===== src/rtl/dfdd_pkg.sv =====
// Shared types for the dfdd radial coefficient path: sequencer FSM states and per-zone config.
// Pure declarations; no logic, latency or flow control of its own.
package dfdd_pkg;

    localparam int FP16_W = 16;

    typedef enum logic [1:0] {
        ST_IDLE  = 2'd0,
        ST_RUN   = 2'd1,
        ST_DRAIN = 2'd2
    } seq_state_t;

    typedef struct packed {
        logic [FP16_W-1:0] a;
        logic [FP16_W-1:0] b;
        logic [FP16_W-1:0] r_squared;
    } zone_cfg_t;

endpackage


===== src/rtl/radial_a_b_fp16.sv =====
// Radial zone lookup: picks the fp16 a/b pair whose squared-distance threshold the pixel meets.
// Purely combinational (zero latency); no flow control, the caller registers the result.
module radial_a_b_fp16 import dfdd_pkg::*; #(
    parameter int NO_ZONES = 4
) (
    input  logic [15:0]               col,
    input  logic [15:0]               row,
    input  logic [15:0]               col_center,
    input  logic [15:0]               row_center,
    input  zone_cfg_t [NO_ZONES-1:0]  zone_cfg,
    output logic [FP16_W-1:0]         a,
    output logic [FP16_W-1:0]         b
);

    logic [15:0] dc;
    logic [15:0] dr;
    logic [15:0] dc_sq;
    logic [15:0] dr_sq;
    logic [15:0] d_sq;

    // Only the low 16 bits of each square matter, so the sign of dc/dr can be ignored.
    always_comb begin
        dc    = col - col_center;
        dr    = row - row_center;
        dc_sq = dc * dc;
        dr_sq = dr * dr;
        d_sq  = dc_sq + dr_sq;
        a     = zone_cfg[NO_ZONES-1].a;
        b     = zone_cfg[NO_ZONES-1].b;
        for (int z = 0; z < NO_ZONES - 1; z++) begin
            if (d_sq >= zone_cfg[z].r_squared) begin
                a = zone_cfg[z].a;
                b = zone_cfg[z].b;
            end
        end
    end

endmodule


===== src/rtl/radial_zone_sequencer_fp16.sv =====
// Raster-scan sequencer streaming per-pixel radial zone a/b coefficients; first beat 3 cycles after start.
// valid/ready output; when valid is held without ready the counters, S1 and S2 all freeze.
module radial_zone_sequencer_fp16 import dfdd_pkg::*; #(
    parameter int NO_ZONES = 4,
    parameter int ZW       = (NO_ZONES > 1) ? $clog2(NO_ZONES) : 1
) (
    input  logic              clk_i,
    input  logic              rst_i,
    input  logic              start_i,
    input  logic [15:0]       frame_width_i,
    input  logic [15:0]       frame_height_i,
    input  logic [15:0]       col_center_i,
    input  logic [15:0]       row_center_i,
    input  logic              cfg_we_i,
    input  logic [ZW-1:0]     cfg_zone_i,
    input  logic [15:0]       cfg_a_i,
    input  logic [15:0]       cfg_b_i,
    input  logic [15:0]       cfg_r_squared_i,
    output logic              busy_o,
    output logic              done_o,
    output logic              valid_o,
    input  logic              ready_i,
    output logic [15:0]       col_o,
    output logic [15:0]       row_o,
    output logic [15:0]       a_o,
    output logic [15:0]       b_o,
    output logic              last_o
);

    localparam logic [ZW:0] ZONE_LIMIT = (ZW+1)'(NO_ZONES);

    seq_state_t state;
    seq_state_t state_nxt;

    zone_cfg_t [NO_ZONES-1:0] shadow;
    zone_cfg_t [NO_ZONES-1:0] active;

    logic [15:0] width;
    logic [15:0] height;
    logic [15:0] col_center;
    logic [15:0] row_center;
    logic [15:0] col_cnt;
    logic [15:0] row_cnt;

    logic        v1;
    logic        s1_last;
    logic [15:0] s1_col;
    logic [15:0] s1_row;

    logic        en;
    logic        issue;
    logic        issue_last;
    logic        start_ok;
    logic        done_nxt;

    logic [FP16_W-1:0] lut_a;
    logic [FP16_W-1:0] lut_b;

    assign en     = !valid_o || ready_i;
    assign busy_o = (state != ST_IDLE);

    always_comb begin
        state_nxt  = state;
        issue      = 1'b0;
        issue_last = 1'b0;
        start_ok   = 1'b0;
        done_nxt   = 1'b0;
        case (state)
            ST_IDLE: begin
                if (start_i) begin
                    if (frame_width_i != 16'd0 && frame_height_i != 16'd0) begin
                        start_ok  = 1'b1;
                        state_nxt = ST_RUN;
                    end else begin
                        done_nxt  = 1'b1;
                    end
                end
            end
            ST_RUN: begin
                if (en) begin
                    issue = 1'b1;
                    if (col_cnt == width - 16'd1 && row_cnt == height - 16'd1) begin
                        issue_last = 1'b1;
                        state_nxt  = ST_DRAIN;
                    end
                end
            end
            ST_DRAIN: begin
                if (valid_o && ready_i && last_o) begin
                    state_nxt = ST_IDLE;
                    done_nxt  = 1'b1;
                end
            end
            default: state_nxt = ST_IDLE;
        endcase
    end

    always_ff @(posedge clk_i) begin
        if (rst_i) begin
            state      <= ST_IDLE;
            done_o     <= 1'b0;
            width      <= '0;
            height     <= '0;
            col_center <= '0;
            row_center <= '0;
            col_cnt    <= '0;
            row_cnt    <= '0;
        end else begin
            state  <= state_nxt;
            done_o <= done_nxt;
            if (start_ok) begin
                width      <= frame_width_i;
                height     <= frame_height_i;
                col_center <= col_center_i;
                row_center <= row_center_i;
                col_cnt    <= '0;
                row_cnt    <= '0;
            end else if (issue) begin
                if (col_cnt == width - 16'd1) begin
                    col_cnt <= '0;
                    row_cnt <= row_cnt + 16'd1;
                end else begin
                    col_cnt <= col_cnt + 16'd1;
                end
            end
        end
    end

    // The copy reads shadow before this cycle's write lands, so a coincident write waits a frame.
    always_ff @(posedge clk_i) begin
        if (rst_i) begin
            shadow <= '0;
            active <= '0;
        end else begin
            if (cfg_we_i && ({1'b0, cfg_zone_i} < ZONE_LIMIT)) begin
                shadow[cfg_zone_i] <= '{a: cfg_a_i, b: cfg_b_i, r_squared: cfg_r_squared_i};
            end
            if (start_ok) begin
                active <= shadow;
            end
        end
    end

    radial_a_b_fp16 #(
        .NO_ZONES (NO_ZONES)
    ) u_lookup (
        .col        (s1_col),
        .row        (s1_row),
        .col_center (col_center),
        .row_center (row_center),
        .zone_cfg   (active),
        .a          (lut_a),
        .b          (lut_b)
    );

    always_ff @(posedge clk_i) begin
        if (rst_i) begin
            v1      <= 1'b0;
            s1_last <= 1'b0;
            s1_col  <= '0;
            s1_row  <= '0;
            valid_o <= 1'b0;
            last_o  <= 1'b0;
            col_o   <= '0;
            row_o   <= '0;
            a_o     <= '0;
            b_o     <= '0;
        end else if (en) begin
            v1      <= issue;
            s1_last <= issue_last;
            s1_col  <= col_cnt;
            s1_row  <= row_cnt;
            valid_o <= v1;
            last_o  <= v1 && s1_last;
            col_o   <= s1_col;
            row_o   <= s1_row;
            a_o     <= lut_a;
            b_o     <= lut_b;
        end
    end

endmodule


===== config.mk =====
export PLATFORM = sky130hd
export DESIGN_NAME = radial_zone_sequencer_fp16
export DESIGN_NICKNAME = d
export VERILOG_FILES = /design/src/rtl/dfdd_pkg.sv /design/src/rtl/radial_a_b_fp16.sv /design/src/rtl/radial_zone_sequencer_fp16.sv
export SDC_FILE = /design/constraint.sdc
export NUM_CORES = 2
export LEC_CHECK = 0
export BUFFER_PORTS_ARGS = -buffer_cell sky130_fd_sc_hd__buf_4
export CORE_UTILIZATION = 35
export CTS_CLUSTER_SIZE = 40
export DETAILED_ROUTE_END_ITERATION = 7
export SETUP_SLACK_MARGIN = 0.05
export SYNTH_ARGS = -nofsm -noshare
export SYNTH_HDL_FRONTEND = slang
export SYNTH_SLANG_ARGS = --single-unit

===== constraint.sdc =====
create_clock -name clk_i -period 19.8 [get_ports clk_i]
set_input_delay 0.99 -clock clk_i [delete_from_list [all_inputs] [get_ports clk_i]]
set_output_delay 0.99 -clock clk_i [all_outputs]
set_load 0.005 [all_outputs]

==> Yosys cells after proc, flatten, opt, wreduce, memory -nomap -nowiden <==
Cells that the tools add are included.
W data, S select, Z words.
{ "totals": {"latchBits": 0, "ramBits": 0, "regBits": 567, "mem_bits_ro": 0, "out_inout_bits": 68, "n_memories": 0} }
{ "classes": {"bitwise": 0, "n_mux": 27, "n_eq_ne": 9, "addsub": 7, "n_div": 0, "n_reduce_logical": 15, "shift": 0, "mul": 2, "order_cmp": 5} }
{ "ops": {"columns": ["operator", "n"], "rows": [
  ["$bwmux W192", 1],
  ["$mux W16", 7],
  ["$demux W48 S2", 1],
  ["$ge A16 B16 Y1", 3],
  ["$mux W48", 1],
  ["$add A16 B1 Y16 const B", 2],
  ["$eq A16 B16 Y1", 2],
  ["$mul A16 B16 Y16", 2],
  ["$reduce_bool A16 Y1", 2],
  ["$sub A16 B1 Y16 const B", 2],
  ["$sub A16 B16 Y16", 2],
  ["$add A16 B16 Y16", 1],
  ["$mux W1", 10],
  ["$mux W2", 5],
  ["$ne A2 B2 Y1 const B", 5],
  ["$logic_and A1 B1 Y1", 6],
  ["$pmux W2 S3", 1],
  ["$reduce_and A5 Y1", 1],
  ["$lt A2 B3 Y1 const B", 1],
  ["$eq A2 B1 Y1 const B", 1],
  ["$eq A2 B2 Y1 const B", 1],
  ["$ge A2 B1 Y1 const B", 1],
  ["$logic_not A2 Y1", 1],
  ["$pmux W1 S2", 1],
  ["5 further kinds", 5]
]} }

==> Depth between registers and ports, before layout <==
{ "logic_depth": {"depth_word": 7, "mapped_depth": 41} }

==> Modules after synthesis <==
Synthesis repeated with hierarchy kept, for this count alone.
{ "hier_totals": {"hier_cells": 3932, "hier_area_um2": 31463.9} }
{ "by_module_without_submodules": {"columns": ["module", "seq_area_each_um2", "area_per_inst_um2", "cells_per_inst", "n_inst"], "rows": [
  ["radial_zone_sequencer_fp16", 11671.2, 21520.6, 2760, 1],
  ["radial_a_b_fp16", 0.0, 9943.3, 1172, 1]
]} }

==> Worst setup path before layout <==
Ideal clock, no wire load.
{ "synth_path": {"path_kind": "reg-to-reg", "from": "reg s1_row[0]", "to": "reg a_o[15]", "path_slack_ns": 10.158, "synth_period_minus_slack_ns": 9.642, "setup_time_ns": 0.142, "arrival_ns": 9.500, "path_stages_with_launch": 37, "path_cell_list": "dfxtp_1 > inv_1 > ha_1 > inv_1 > fa_1 > a21o_1 > a211oi_1 > o21bai_1 > a21o_1 > a21oi_1 > xnor2_1 > nand2_1 > fa_1 > fa_1 > inv_1 > fa_1 > inv_1 > fa_1 > inv_1 > fa_1 > fa_1 > fa_1 > fa_1 > ha_1 > and3_1 > a21oi_1 > o21ai_0 > o41ai_1 > xnor2_1 > ha_1 > and4_1 > a221o_1 > or3_1 > o21ai_1 > buf_2 > mux2i_1 > a221oi_1"} }
{ "synth_via": {"elab_chain_cells": 7, "word_cells_on_any_way": 9} }
{ "synth_lines": {"columns": ["item", "line", "rtl"], "rows": [
  ["from (decl)", "radial_zone_sequencer_fp16.sv:48", "logic [15:0] s1_row;"],
  ["from (signal assigned)", "radial_zone_sequencer_fp16.sv:172", "s1_row <= row_cnt;"],
  ["$sub A16 B16 Y16 *", "radial_a_b_fp16.sv:24", "dr = row - row_center;"],
  ["$mul A16 B16 Y16 *", "radial_a_b_fp16.sv:26", "dr_sq = dr * dr;"],
  ["$add A16 B16 Y16 *", "radial_a_b_fp16.sv:27", "d_sq = dc_sq + dr_sq;"],
  ["$ge A16 B16 Y1", "radial_a_b_fp16.sv:31", "if (d_sq >= zone_cfg[z].r_squared) begin"],
  ["$mux W16 (2 in series)", "radial_a_b_fp16.sv:31", null],
  ["$mux W16 *", "radial_a_b_fp16.sv:31", null],
  ["to (signal assigned)", "radial_zone_sequencer_fp16.sv:177", "a_o <= lut_a;"],
  ["to (decl)", "radial_zone_sequencer_fp16.sv:25", "output logic [15:0] a_o,"]
]} }
Every way passes the cells marked *; elsewhere a longest branch is shown, timed or not.
A chain may end at the register's enable or synchronous reset.

==> Final worst setup path <==
{ "layout_path": {"from": "reg col_center[1]", "to": "reg a_o[12]"} }
{ "layout_via": {"elab_chain_cells": 7, "word_cells_on_any_way": 9} }
{ "layout_lines": {"columns": ["item", "line", "rtl"], "rows": [
  ["from (decl)", "radial_zone_sequencer_fp16.sv:40", "logic [15:0] col_center;"],
  ["from (signal assigned)", "radial_zone_sequencer_fp16.sv:114", "col_center <= col_center_i;"],
  ["$sub A16 B16 Y16 *", "radial_a_b_fp16.sv:23", "dc = col - col_center;"],
  ["$mul A16 B16 Y16 *", "radial_a_b_fp16.sv:25", "dc_sq = dc * dc;"],
  ["$add A16 B16 Y16 *", "radial_a_b_fp16.sv:27", null],
  ["$ge A16 B16 Y1", "radial_a_b_fp16.sv:31", null],
  ["$mux W16 (2 in series)", "radial_a_b_fp16.sv:31", null],
  ["$mux W16 *", "radial_a_b_fp16.sv:31", null]
]} }
Marks and branches as above.

==> results.md <==
- CP max FO: 32
- Metal2 WL: 37700 um
- Slew headroom: 0.237
- Skew-Pair Late Insertion Delay: 0.68 ns
- Worst Clk Skew: 0.0891 ns
- CP arrival: 11.56 ns
- Regs by FF count: active (176), shadow (176)
- GRT Total Usage: 0.187
- Setup crit end kind: flip-flop
- Initial core utilization: 0.355
- Final Net Count: 4265
- Setup Total Neg Slack: 0 ns
- Clock sinks: 549
- Synth cell types: 63
- Status: complete, no violations
- Critical path class: flip-flop to flip-flop
- CP peak stage delay: 0.62 ns
- Top Family by Delay on Critical Path: adder cells
- WL met1: 36700 um
- Largest net degree at the start of global routing: 193
- Max Clk Rate: 0.0904 GHz
- Final worst setup slack: 8.74 ns
- CTS tree: yes
- WHS: 0.406 ns
- Final Max Slew Viols: 0
- Cells after Synth: 3764
- Final min period: 11.06 ns
- Chip Width: 294 um
- #FFs+latches synth: 549
- Max-cap violations: 0
- Crit start category: flip-flop
- Residual DRC count: 0
- Total core area: 0.0841 mm2
- Worst slew pin tran: 1.12 ns
- Mean Syn Cell Area: 7.94 um2
- Unrepaired setup endpoints after global routing: no
- Seq/Total Area, Yosys: 0.368
- Final ANT Viol Nets: 0
- Final Hold Fails: 0
- Number of global-route vias before repair: 23600
- Period utilization: 0.559
- GRT overflow: 0
- Post-CTS Setup Bufs: 0
- Bufs and invs on worst path: 7
- Post-synth EDFFs: 0
- Slowest CP cell: buf_4
- CTS root buf: clkbuf_16
- Hold Crit Start: shadow[174]$_SDFFE_PP0P_
- Most frequent cells in the layout: 1053 x nand2_1, 549 x dfxtp_1, 516 x a21oi_1
- Synth Cell Area: 0.0299 mm2
- Initial antenna violation count: 5
- Hold WC Path Type: flip-flop to flip-flop
- Crit. Startpoint: col_center[1]$_SDFFE_PP0P_
- Highest Signal Layer: met5
- Std-Cell Rows: 106
- H-tree lvl count: 2
- Via count: 24400
- Final non-filler cell total: 5005
- Net count after synthesis: 4210
- Required @ worst endpoint: 20.30 ns
- Async S/R FF share, synth: 0
- Main synth FF type: dfxtp_1
- DIE AREA: 0.0865 mm2
- Clock-pin slew on the worst setup and hold paths: 0.06 ns
- Starting DRC count in detailed routing: 1328
- Placer Congestion: 0.867
- First-pass GRT wire length: 130000 um
- Area grow syn2layout: 14.2%
- Crit path top cell by count: fa_1
- Via density: 4.88
- Fill count: 8745
- Synth warn: 0
- Count of cells resized by post-cts repair: 0
- Most common cell after layout, fill and taps aside: nand2_1
- Final Setup Violations: 0
- DRT Wirelength: 81000 um
- Share of post-route cells with drive strength above 1: 0.0868
- IO Count: 187
- DR WL met3: 4870 um
- Drt wl/cell: 16.2 um
- DRT Pass-1 Iters: 5
- Die Y: 294 um
- Bufs on Longest Clock Path: 3
- Cts bufs inserted: 60
- IO buf count: 184
- Reg-to-Reg Start: col_center[1]$_SDFFE_PP0P_
- Inst Count DP: 4891
- DP HPWL: 53700 um
- Worst slack at placement: 8.80 ns
- Post-CTS Hold Buffers: 0
[cell usage after synthesis, types with 12 or more instances]
| cell | n | area share |
|---|---|---|
| mux2i_1 | 49 | 0.016 |
| ha_1 | 169 | 0.071 |
| clkbuf_1 | 190 | 0.024 |
| inv_1 | 325 | 0.041 |
| nor2b_1 | 16 | 0.0034 |
| dfxtp_1 | 549 | 0.37 |
| o41ai_1 | 16 | 0.0047 |
| a21oi_1 | 516 | 0.086 |
| nor2_1 | 201 | 0.025 |
| o21ai_0 | 61 | 0.010 |
| nand3_1 | 25 | 0.0042 |
| nand2b_1 | 16 | 0.0034 |
| nand4_1 | 21 | 0.0044 |
| xor2_1 | 54 | 0.016 |
| and3_1 | 12 | 0.0025 |
| nor4_1 | 21 | 0.0044 |
| nand2_1 | 1054 | 0.13 |
| fa_1 | 158 | 0.11 |
| a221oi_1 | 32 | 0.0094 |
| or3_1 | 18 | 0.0038 |
| nor3_1 | 36 | 0.0060 |
| buf_1 | 16 | 0.0020 |
| a21o_1 | 20 | 0.0050 |
| xnor2_1 | 70 | 0.021 |
[cell families (layout without fill, tap and decap cells)]
logic type | count (synthesis) | after routing | synth area share
flops | 549 | 549 | 0.368
simple gates | 1457 | 1457 | 0.199
compound gates | 716 | 716 | 0.135
fa+ha+maj | 327 | 327 | 0.177
xor+xnor | 124 | 124 | 0.0363
other cells | 0 | 2 | 0
buf+inv | 542 | 647 | 0.0691
mux | 49 | 49 | 0.0164
[metrics by stage]
stage	utilization	cell area (um2)
after floorplan	-	29900
after global placement	0.382	32100
after detailed placement	0.382	32100
after CTS	0.406	34100
after global routing	0.406	34100
final	0.406	34100
[path summary, 6_finish.rpt]
| kind | end | slack (ns) | cells after the start |
|---|---|---|---|
| hold / removal | active[174]$_SDFFE_PP0P_ | 0.41 | 2 |
| hold reg to reg | active[174]$_SDFFE_PP0P_ | 0.41 | 2 |
| setup / recovery | a_o[12]$_SDFFE_PP0N_ | 8.74 | 36 |
| setup reg to reg | a_o[12]$_SDFFE_PP0N_ | 8.74 | 36 |
[routing by layer]
| layer | GRT usage | vias to the layer above |
|---|---|---|
| met5 | 0 | - |
| met4 | 0.0498 | 6 |
| met3 | 0.0390 | 94 |
| met2 | 0.310 | 487 |
| met1 | 0.245 | 11500 |
| li1 | - | 12300 |
[worst register-to-register path: cells and delay by family, from the launching register on]
kind            cells  cell delay [ns]
buf+inv             7             1.11
fa+ha+maj          11             5.05
simple gates        5             1.14
xor+xnor            2             0.70
compound gates     10             2.35
flops               1             0.38
mux                 1             0.20
[layout make-up]
cell class                 count  area, um2  share of cell area
antenna                        2       5.00            0.000147
tap                         1134       1420              0.0416
multi-input combinational   2673      16900               0.495
clock inverter                22        220             0.00645
clock buffer                  90       1770              0.0520
timing repair buffer         209       1590              0.0466
inverter                     326       1220              0.0359
sequential                   549      11000               0.322
Power is left out: the tool's default activity adds up to more than one toggle a clock period on the data nets, which glitch-free logic cannot reach.
